--- src/rtl/cam_avst_packetizer.sv ---
// cam_avst_packetizer
//   Converts a free-running RGB565 camera pixel stream (no backpressure) into
//   Avalon-ST video packets. Each packet is a one-beat control header (type 0)
//   followed by IMG_W*IMG_H RGB 10:10:10 pixel beats. A small FIFO absorbs
//   downstream stalls. If the FIFO overflows, or a new SOF arrives before the
//   frame is complete, the packet is closed with an all-zero terminator beat
//   carrying endofpacket, and the sticky overflow flag is raised.
//
// Ports
//   clk_clk, reset_reset_n        : clock, async active-low reset
//   cam_valid/cam_sof/cam_data    : camera pixel strobe, frame start, RGB565
//   src_data/src_valid/src_ready  : Avalon-ST source (30-bit RGB beat)
//   src_startofpacket/endofpacket : packet framing
//   clr_status                    : synchronous clear of overflow, frame_count
//   overflow                      : sticky drop / early-SOF indicator
//   frame_count                   : complete frames emitted (wraps)
module cam_avst_packetizer #(
  parameter int IMG_W      = 640,
  parameter int IMG_H      = 480,
  parameter int FIFO_DEPTH = 16
) (
  input  logic        clk_clk,
  input  logic        reset_reset_n,
  input  logic        cam_valid,
  input  logic        cam_sof,
  input  logic [15:0] cam_data,
  output logic [29:0] src_data,
  output logic        src_valid,
  input  logic        src_ready,
  output logic        src_startofpacket,
  output logic        src_endofpacket,
  input  logic        clr_status,
  output logic        overflow,
  output logic [15:0] frame_count
);

  localparam int AW   = $clog2(FIFO_DEPTH);
  localparam int NPIX = IMG_W * IMG_H;
  localparam int PCW  = $clog2(NPIX) + 1;

  localparam logic [AW:0]    FULL_CNT = (AW+1)'(FIFO_DEPTH);
  localparam logic [PCW-1:0] LAST_PIX = PCW'(NPIX - 1);
  localparam logic           ONE_PIX  = (NPIX == 1);

  // term marks a writer-generated terminator so its eop does not count a frame
  typedef struct packed {
    logic        sof;
    logic        eop;
    logic        term;
    logic [29:0] data;
  } fifo_entry_t;

  typedef enum logic [1:0] {W_WAIT, W_RUN, W_TERM} wstate_t;
  typedef enum logic [1:0] {R_IDLE, R_HDR, R_PIX}  rstate_t;

  // Colour expansion: replicate MSBs into the new LSBs
  logic [29:0] pix30;
  assign pix30 = {cam_data[15:11], cam_data[15:11],
                  cam_data[10:5],  cam_data[10:7],
                  cam_data[4:0],   cam_data[4:0]};

  // ---------------------------------------------------------------------------
  // FIFO storage and bookkeeping
  // ---------------------------------------------------------------------------
  fifo_entry_t       mem_q [FIFO_DEPTH];
  logic [AW-1:0]     wr_ptr_q, wr_ptr_d;
  logic [AW-1:0]     rd_ptr_q, rd_ptr_d;
  logic [AW:0]       cnt_q, cnt_d;
  logic              full, empty;
  fifo_entry_t       head;
  fifo_entry_t       wr_entry;
  logic              push, pop;

  assign full  = (cnt_q == FULL_CNT);
  assign empty = (cnt_q == '0);
  assign head  = mem_q[rd_ptr_q];

  // ---------------------------------------------------------------------------
  // Writer FSM
  // ---------------------------------------------------------------------------
  wstate_t        wstate_q, wstate_d;
  logic [PCW-1:0] pcnt_q, pcnt_d;
  logic           ovf_set;

  always_comb begin
    wstate_d = wstate_q;
    pcnt_d   = pcnt_q;
    push     = 1'b0;
    wr_entry = '0;
    ovf_set  = 1'b0;
    case (wstate_q)
      W_WAIT: begin
        if (cam_valid && cam_sof) begin
          if (full) begin
            // no room even for the first pixel: drop and keep waiting
            ovf_set = 1'b1;
          end else begin
            push          = 1'b1;
            wr_entry.sof  = 1'b1;
            wr_entry.eop  = ONE_PIX;
            wr_entry.data = pix30;
            pcnt_d        = PCW'(1);
            wstate_d      = ONE_PIX ? W_WAIT : W_RUN;
          end
        end
      end
      W_RUN: begin
        if (cam_valid) begin
          if (cam_sof || full) begin
            ovf_set  = 1'b1;
            wstate_d = W_TERM;
          end else begin
            push          = 1'b1;
            wr_entry.data = pix30;
            pcnt_d        = pcnt_q + PCW'(1);
            if (pcnt_q == LAST_PIX) begin
              wr_entry.eop = 1'b1;
              wstate_d     = W_WAIT;
            end
          end
        end
      end
      W_TERM: begin
        // camera pixels are ignored here; close the packet as soon as there is room
        if (!full) begin
          push          = 1'b1;
          wr_entry.eop  = 1'b1;
          wr_entry.term = 1'b1;
          wstate_d      = W_WAIT;
        end
      end
      default: wstate_d = W_WAIT;
    endcase
  end

  // ---------------------------------------------------------------------------
  // Reader FSM (drives the Avalon-ST source combinationally from state + head)
  // ---------------------------------------------------------------------------
  rstate_t rstate_q, rstate_d;
  logic    fc_inc;

  always_comb begin
    rstate_d          = rstate_q;
    pop               = 1'b0;
    fc_inc            = 1'b0;
    src_valid         = 1'b0;
    src_startofpacket = 1'b0;
    src_endofpacket   = 1'b0;
    src_data          = '0;
    case (rstate_q)
      R_IDLE: begin
        if (!empty) begin
          if (head.sof) rstate_d = R_HDR;
          else          pop      = 1'b1;   // stale entry outside a packet
        end
      end
      R_HDR: begin
        src_valid         = 1'b1;
        src_startofpacket = 1'b1;
        if (src_ready) rstate_d = R_PIX;
      end
      R_PIX: begin
        src_valid = !empty;
        if (!empty) begin
          src_data        = head.data;
          src_endofpacket = head.eop;
          if (src_ready) begin
            pop = 1'b1;
            if (head.eop) begin
              rstate_d = R_IDLE;
              fc_inc   = !head.term;
            end
          end
        end
      end
      default: rstate_d = R_IDLE;
    endcase
  end

  // ---------------------------------------------------------------------------
  // FIFO pointer/count next state. Full blocks a write even if a pop happens
  // the same cycle, so the writer only needs the registered count.
  // ---------------------------------------------------------------------------
  always_comb begin
    wr_ptr_d = wr_ptr_q + AW'(push);
    rd_ptr_d = rd_ptr_q + AW'(pop);
    cnt_d    = cnt_q + (AW+1)'(push) - (AW+1)'(pop);
  end

  // ---------------------------------------------------------------------------
  // Status: a set event beats a coincident clear; for frame_count the clear
  // takes priority over a same-cycle increment.
  // ---------------------------------------------------------------------------
  logic        ovf_q, ovf_d;
  logic [15:0] fc_q, fc_d;

  always_comb begin
    ovf_d = ovf_q;
    if (ovf_set)         ovf_d = 1'b1;
    else if (clr_status) ovf_d = 1'b0;
    fc_d = fc_q + 16'(fc_inc);
    if (clr_status) fc_d = '0;
  end

  assign overflow    = ovf_q;
  assign frame_count = fc_q;

  // ---------------------------------------------------------------------------
  // Registers
  // ---------------------------------------------------------------------------
  always_ff @(posedge clk_clk or negedge reset_reset_n) begin
    if (!reset_reset_n) begin
      wstate_q <= W_WAIT;
      rstate_q <= R_IDLE;
      pcnt_q   <= '0;
      wr_ptr_q <= '0;
      rd_ptr_q <= '0;
      cnt_q    <= '0;
      ovf_q    <= 1'b0;
      fc_q     <= '0;
    end else begin
      wstate_q <= wstate_d;
      rstate_q <= rstate_d;
      pcnt_q   <= pcnt_d;
      wr_ptr_q <= wr_ptr_d;
      rd_ptr_q <= rd_ptr_d;
      cnt_q    <= cnt_d;
      ovf_q    <= ovf_d;
      fc_q     <= fc_d;
    end
  end

  // Storage needs no reset: entries are only observed while cnt_q says valid
  always_ff @(posedge clk_clk) begin
    if (push) mem_q[wr_ptr_q] <= wr_entry;
  end

endmodule

--- config.mk ---
export PLATFORM = sky130hd
export DESIGN_NAME = cam_avst_packetizer
export DESIGN_NICKNAME = d
export VERILOG_FILES = /design/src/rtl/cam_avst_packetizer.sv
export SDC_FILE = /design/constraint.sdc
export NUM_CORES = 1
export LEC_CHECK = 0
export CAP_MARGIN = 20
export CORE_ASPECT_RATIO = 1.4
export CORE_UTILIZATION = 44
export DETAILED_ROUTE_END_ITERATION = 10
export GPL_TIMING_DRIVEN = 1
export HOLD_SLACK_MARGIN = 0.03
export SYNTH_ARGS = -nofsm -noshare
export SYNTH_HDL_FRONTEND = slang
export SYNTH_SLANG_ARGS = --single-unit
--- constraint.sdc ---
create_clock -name clk_clk -period 4.7 [get_ports clk_clk]
set_input_delay 0.94 -clock clk_clk [delete_from_list [all_inputs] [get_ports clk_clk]]
set_output_delay 0.94 -clock clk_clk [all_outputs]
set_load 0.01 [all_outputs]
==> impl_results.html <==
<table>
<tr><th>Metric</th><th>Value</th></tr>
<tr><th colspan="2">Die</th></tr>
<tr><td>Core footprint</td><td>0.03269 sq mm</td></tr>
<tr><td>Io pins</td><td>72</td></tr>
<tr><td>Die area</td><td>0.03420 sq mm</td></tr>
<tr><td>Initial cell density of the core</td><td>45.02%</td></tr>
<tr><td>Die Wd</td><td>156.6 um</td></tr>
<tr><td>Standard-cell rows</td><td>78</td></tr>
<tr><td>Die boundary height</td><td>218.4 um</td></tr>
<tr><th colspan="2">STA</th></tr>
<tr><td>Period Utilization, post-route</td><td>90.48%</td></tr>
<tr><td>Aggregate negative setup slack</td><td>0 ns</td></tr>
<tr><td>Fin. Hold Viols</td><td>0</td></tr>
<tr><td>Setup repair after global routing missed its margin</td><td>false</td></tr>
<tr><td>Slew at the pin closest to its max-slew limit</td><td>0.7174 ns</td></tr>
<tr><td>Remaining max-slew budget at the tightest pin</td><td>51.52%</td></tr>
<tr><td>Final setup violation count</td><td>0</td></tr>
<tr><td>Maximum clock frequency</td><td>0.2352 GHz</td></tr>
<tr><td>Setup clock skew after layout</td><td>0.008624 ns</td></tr>
<tr><td>Post-route setup slack</td><td>0.4474 ns</td></tr>
<tr><td>Pins over their slew limit</td><td>0</td></tr>
<tr><td>Clock period minus final worst setup slack</td><td>4.253 ns</td></tr>
<tr><th colspan="2">Power and ir drop</th></tr>
<tr><td>Power per unit of standard cell area</td><td>570.0 mW/mm^2</td></tr>
<tr><td>Leak Pwr</td><td>0.005932 uW</td></tr>
<tr><td>VDD IR max</td><td>0.0002905 V</td></tr>
<tr><th colspan="2">Final layout</th></tr>
<tr><td>Share of final-layout standard cells stronger than drive strength 1</td><td>21.29%</td></tr>
<tr><td>Count of placed standard cells in the final layout, fillers left out</td><td>1370</td></tr>
<tr><td>Number of nets at the end of the flow</td><td>947</td></tr>
<tr><td>Post-route cell area</td><td>0.01714 sq mm</td></tr>
<tr><td>Layout overhead on the synthesized area</td><td>16.47%</td></tr>
<tr><td>Final core utilization</td><td>52.44%</td></tr>
<tr><td>Fill count</td><td>2639</td></tr>
<tr><td>Ant. Diodes</td><td>0</td></tr>
<tr><th colspan="2">Route</th></tr>
<tr><td>Iteration count of the initial detailed-routing pass</td><td>5</td></tr>
<tr><td>Total number of vias</td><td>7440</td></tr>
<tr><td>First DRT Iteration DRCs</td><td>425</td></tr>
<tr><td>Wire length per cell</td><td>22.50 um</td></tr>
<tr><td>DRC violations left</td><td>0</td></tr>
<tr><td>Final Routed Wirelength</td><td>30.82 mm</td></tr>
<tr><td>Antenna viol nets, final</td><td>0</td></tr>
<tr><td>DR vias/cell</td><td>5.431</td></tr>
<tr><th colspan="2">Clock tree</th></tr>
<tr><td>Number of buffers inserted by hold repair at cts</td><td>0</td></tr>
<tr><td>Clock tree from TritonCTS</td><td>yes</td></tr>
<tr><td>Worst-skew pair later-pin latency</td><td>0.52 ns</td></tr>
<tr><td>Clk sinks</td><td>358</td></tr>
<tr><td>Setup repair bufs after CTS</td><td>0</td></tr>
<tr><td>Worst-case clock buffer depth</td><td>3</td></tr>
<tr><td>Clock transition at the registers of the reported paths</td><td>0.06 ns</td></tr>
<tr><td>Cts bufs inserted</td><td>35</td></tr>
<tr><td>Root buf cell</td><td>clkbuf_16</td></tr>
<tr><td>Gates resized, CTS repair</td><td>0</td></tr>
<tr><td>H-tree levels</td><td>2</td></tr>
<tr><th colspan="2">Worst setup path</th></tr>
<tr><td>Critical Path Fanout Max</td><td>24</td></tr>
<tr><td>Critical Path Sink Type</td><td>output port</td></tr>
<tr><td>Sort of element at the start of the critical path</td><td>register</td></tr>
<tr><td>Critical path's largest stage delay</td><td>0.76 ns</td></tr>
<tr><td>Series of cell instances along the critical path</td><td>buf_12 -&gt; mux4_2 -&gt; mux4_2 -&gt; nor2b_1 -&gt; clkdlybuf4s50_1</td></tr>
<tr><td>Class of the most critical setup path</td><td>register to output port</td></tr>
<tr><td>R2r worst-path depth</td><td>13</td></tr>
<tr><td>Cell occurring most often along the worst timing path</td><td>mux4_2</td></tr>
<tr><td>Data required, critical path</td><td>3.76 ns</td></tr>
<tr><td>Data arrival time of the critical path</td><td>3.31 ns</td></tr>
<tr><td>Critical-path top delay cell</td><td>dfrtp_4</td></tr>
<tr><th colspan="2">Synthesis</th></tr>
<tr><td>Netlist area before placement</td><td>0.01472 sq mm</td></tr>
<tr><td>Most used flip-flop cell after synthesis</td><td>edfxtp_1</td></tr>
<tr><td>Top-area cell type share of the netlist area</td><td>62.02%</td></tr>
<tr><td>Warning count from the yosys run</td><td>0</td></tr>
<tr><td>Number of storage elements in the synthesis netlist</td><td>358</td></tr>
<tr><td>Part of the Yosys area used for sequential elements</td><td>71.20%</td></tr>
<tr><td>Synth Area per Inst</td><td>18.28 sq um</td></tr>
<tr><td>Cell types occupying the most area after synthesis</td><td>edfxtp_1 62%, mux4_2 14%, dfrtp_1 9.2%</td></tr>
<tr><td>Number of enable-type register cells in the synthesized netlist</td><td>304</td></tr>
<tr><td>Share of flip-flops with an asynchronous set or reset after synthesis</td><td>15.08%</td></tr>
<tr><td>Post-synthesis cell type count</td><td>46</td></tr>
<tr><td>Dominant cell type by area after synthesis</td><td>edfxtp_1</td></tr>
<tr><td>Net count after synthesis</td><td>848</td></tr>
<tr><td>Cell count after synthesis</td><td>805</td></tr>
<tr><th colspan="2">Global route</th></tr>
<tr><td>Maximum number of pins on one net before global-route repair</td><td>55</td></tr>
<tr><td>First-pass GRT wire length</td><td>47.90 mm</td></tr>
<tr><td>GRT overflow</td><td>0</td></tr>
<tr><td>Number of global-route vias before repair</td><td>7813</td></tr>
<tr><td>Overall global routing resource usage</td><td>19.25%</td></tr>
<tr><td>Antenna violations before repair</td><td>1</td></tr>
<tr><th colspan="2">Place</th></tr>
<tr><td>Number of port buffers</td><td>71</td></tr>
<tr><td>Half-perimeter wire length after placement</td><td>19.08 mm</td></tr>
<tr><td>Placed cells</td><td>1307</td></tr>
<tr><td>Routability congestion estimate</td><td>0.7312</td></tr>
<tr><td>Placed Instance Area</td><td>0.01608 sq mm</td></tr>
<tr><td>Post-Place Setup Slack</td><td>0.8712 ns</td></tr>
<tr><th colspan="2">Worst hold path</th></tr>
<tr><td>Worst hold path stage count</td><td>1</td></tr>
<tr><td>Worst hold path class</td><td>register to register</td></tr>
<tr><th colspan="2">Outcome</th></tr>
<tr><td>Status</td><td>finished clean</td></tr>
<tr><th colspan="2">Job</th></tr>
<tr><td>Max-cap violations</td><td>0</td></tr>
</table>
==> logic make-up (layout without fill, tap and decap cells) <==
family / Yosys count / after routing / share of synthesized area, %
DFF: 358 / 358 / 71.20
and+or+nand+nor: 183 / 183 / 6.503
muxes: 100 / 100 / 14.37
buffers and inverters: 65 / 190 / 2.312
AOI/OAI and AO/OA: 45 / 45 / 1.819
xor gates and xnor gates: 33 / 33 / 1.964
adders and majority gates: 21 / 21 / 1.836
==> cell usage in the layout (no fill, tap or decap), drive strengths merged, types with 4 or more instances in the layout <==
master	synthesis	final
clkinv	0	16
clkdlybuf4s50	0	70
or3	10	10
mux4	89	89
nand2	21	21
ha	20	20
nand2b	4	4
o21ai	14	14
and3	22	22
nand4	8	8
clkbuf	16	45
dfrtp	54	54
nor2b	21	21
nand3	21	21
edfxtp	304	304
buf	34	42
xnor2	12	12
xor2	21	21
nor3	12	12
inv	15	15
nor2	50	50
mux2i	11	11
a21oi	16	16
==> area by class of cell <==
class	instances	area, sq um	share of cell area [%]
clock buffers	45	955.9	5.576
multi-input cells	382	3949	23.03
clock inverters	18	105.1	0.6131
repair buffers	112	1039	6.058
flip-flops and latches	358	10490	61.18
inverters	15	56.30	0.3284
well taps	440	550.5	3.211
==> per-layer routing <==
metal,share of wire (%),wire (um),track usage (%)
met4,2.7,837,6.340
met3,4.3,1335,2.994
met1,41,12730,25.15
met2,52,15910,32.86
met5,0.029,9,0
==> final timing paths <==
path | to | slack (ns) | from
max | src_data[2] | 0.45 | rd_ptr_q[0]
min | rstate_q[0] | 0.53 | rstate_q[0]
max reg2reg | frame_count[12] | 1.12 | rd_ptr_q[2]
min reg2reg | rstate_q[0] | 0.53 | rstate_q[0]
max in group asynchronous | rd_ptr_q[0] | 3.61 | reset_reset_n
min in group asynchronous | frame_count[8] | 0.55 | reset_reset_n
==> per-stage QoR <==
| stage | total power [uW] | hold slack, ns |
|---|---|---|
| 2_1_floorplan | 6268 | 0.4922 |
| 3_3_place_gp | 7250 | 0.5154 |
| 3_5_place_dp | 7290 | 0.5193 |
| 4_1_cts | 9934 | 0.5332 |
| 5_1_grt | 10260 | 0.5534 |
| 6_report | 9772 | 0.5281 |
==> registers in the layout, indices dropped and copies added, names as in the netlist <==
signal,cells
overflow,1
wstate_q,2
wr_ptr_q,4
pcnt_q,20
frame_count,16
rstate_q,2
mem_q,304
cnt_q,5
rd_ptr_q,4
==> power breakdown <==
group | internal [uW] | switching, uW
Clock | 1490 | 1140
Sequential | 3890 | 311
Combinational | 1510 | 1420
Total | 6890 | 2880
==> cells in the mapped netlist (16+ instances only) <==
cell,number
edfxtp_1,304
mux4_2,89
dfrtp_1,54
nor2_1,50
and3_1,22
nand2_1,21
nand3_1,21
xor2_1,21
ha_1,20
nor2b_1,20
buf_4,17
a21oi_1,16
clkbuf_1,16
==> critical path: cells and delay by family (launching register included) <==
family / cells / cell delay [ns]
flops: 1 / 0.76
simple gates: 1 / 0.19
mux: 2 / 1.05
buf+inv: 2 / 0.77
No activity file was read; power rests on OpenSTA's default activity.
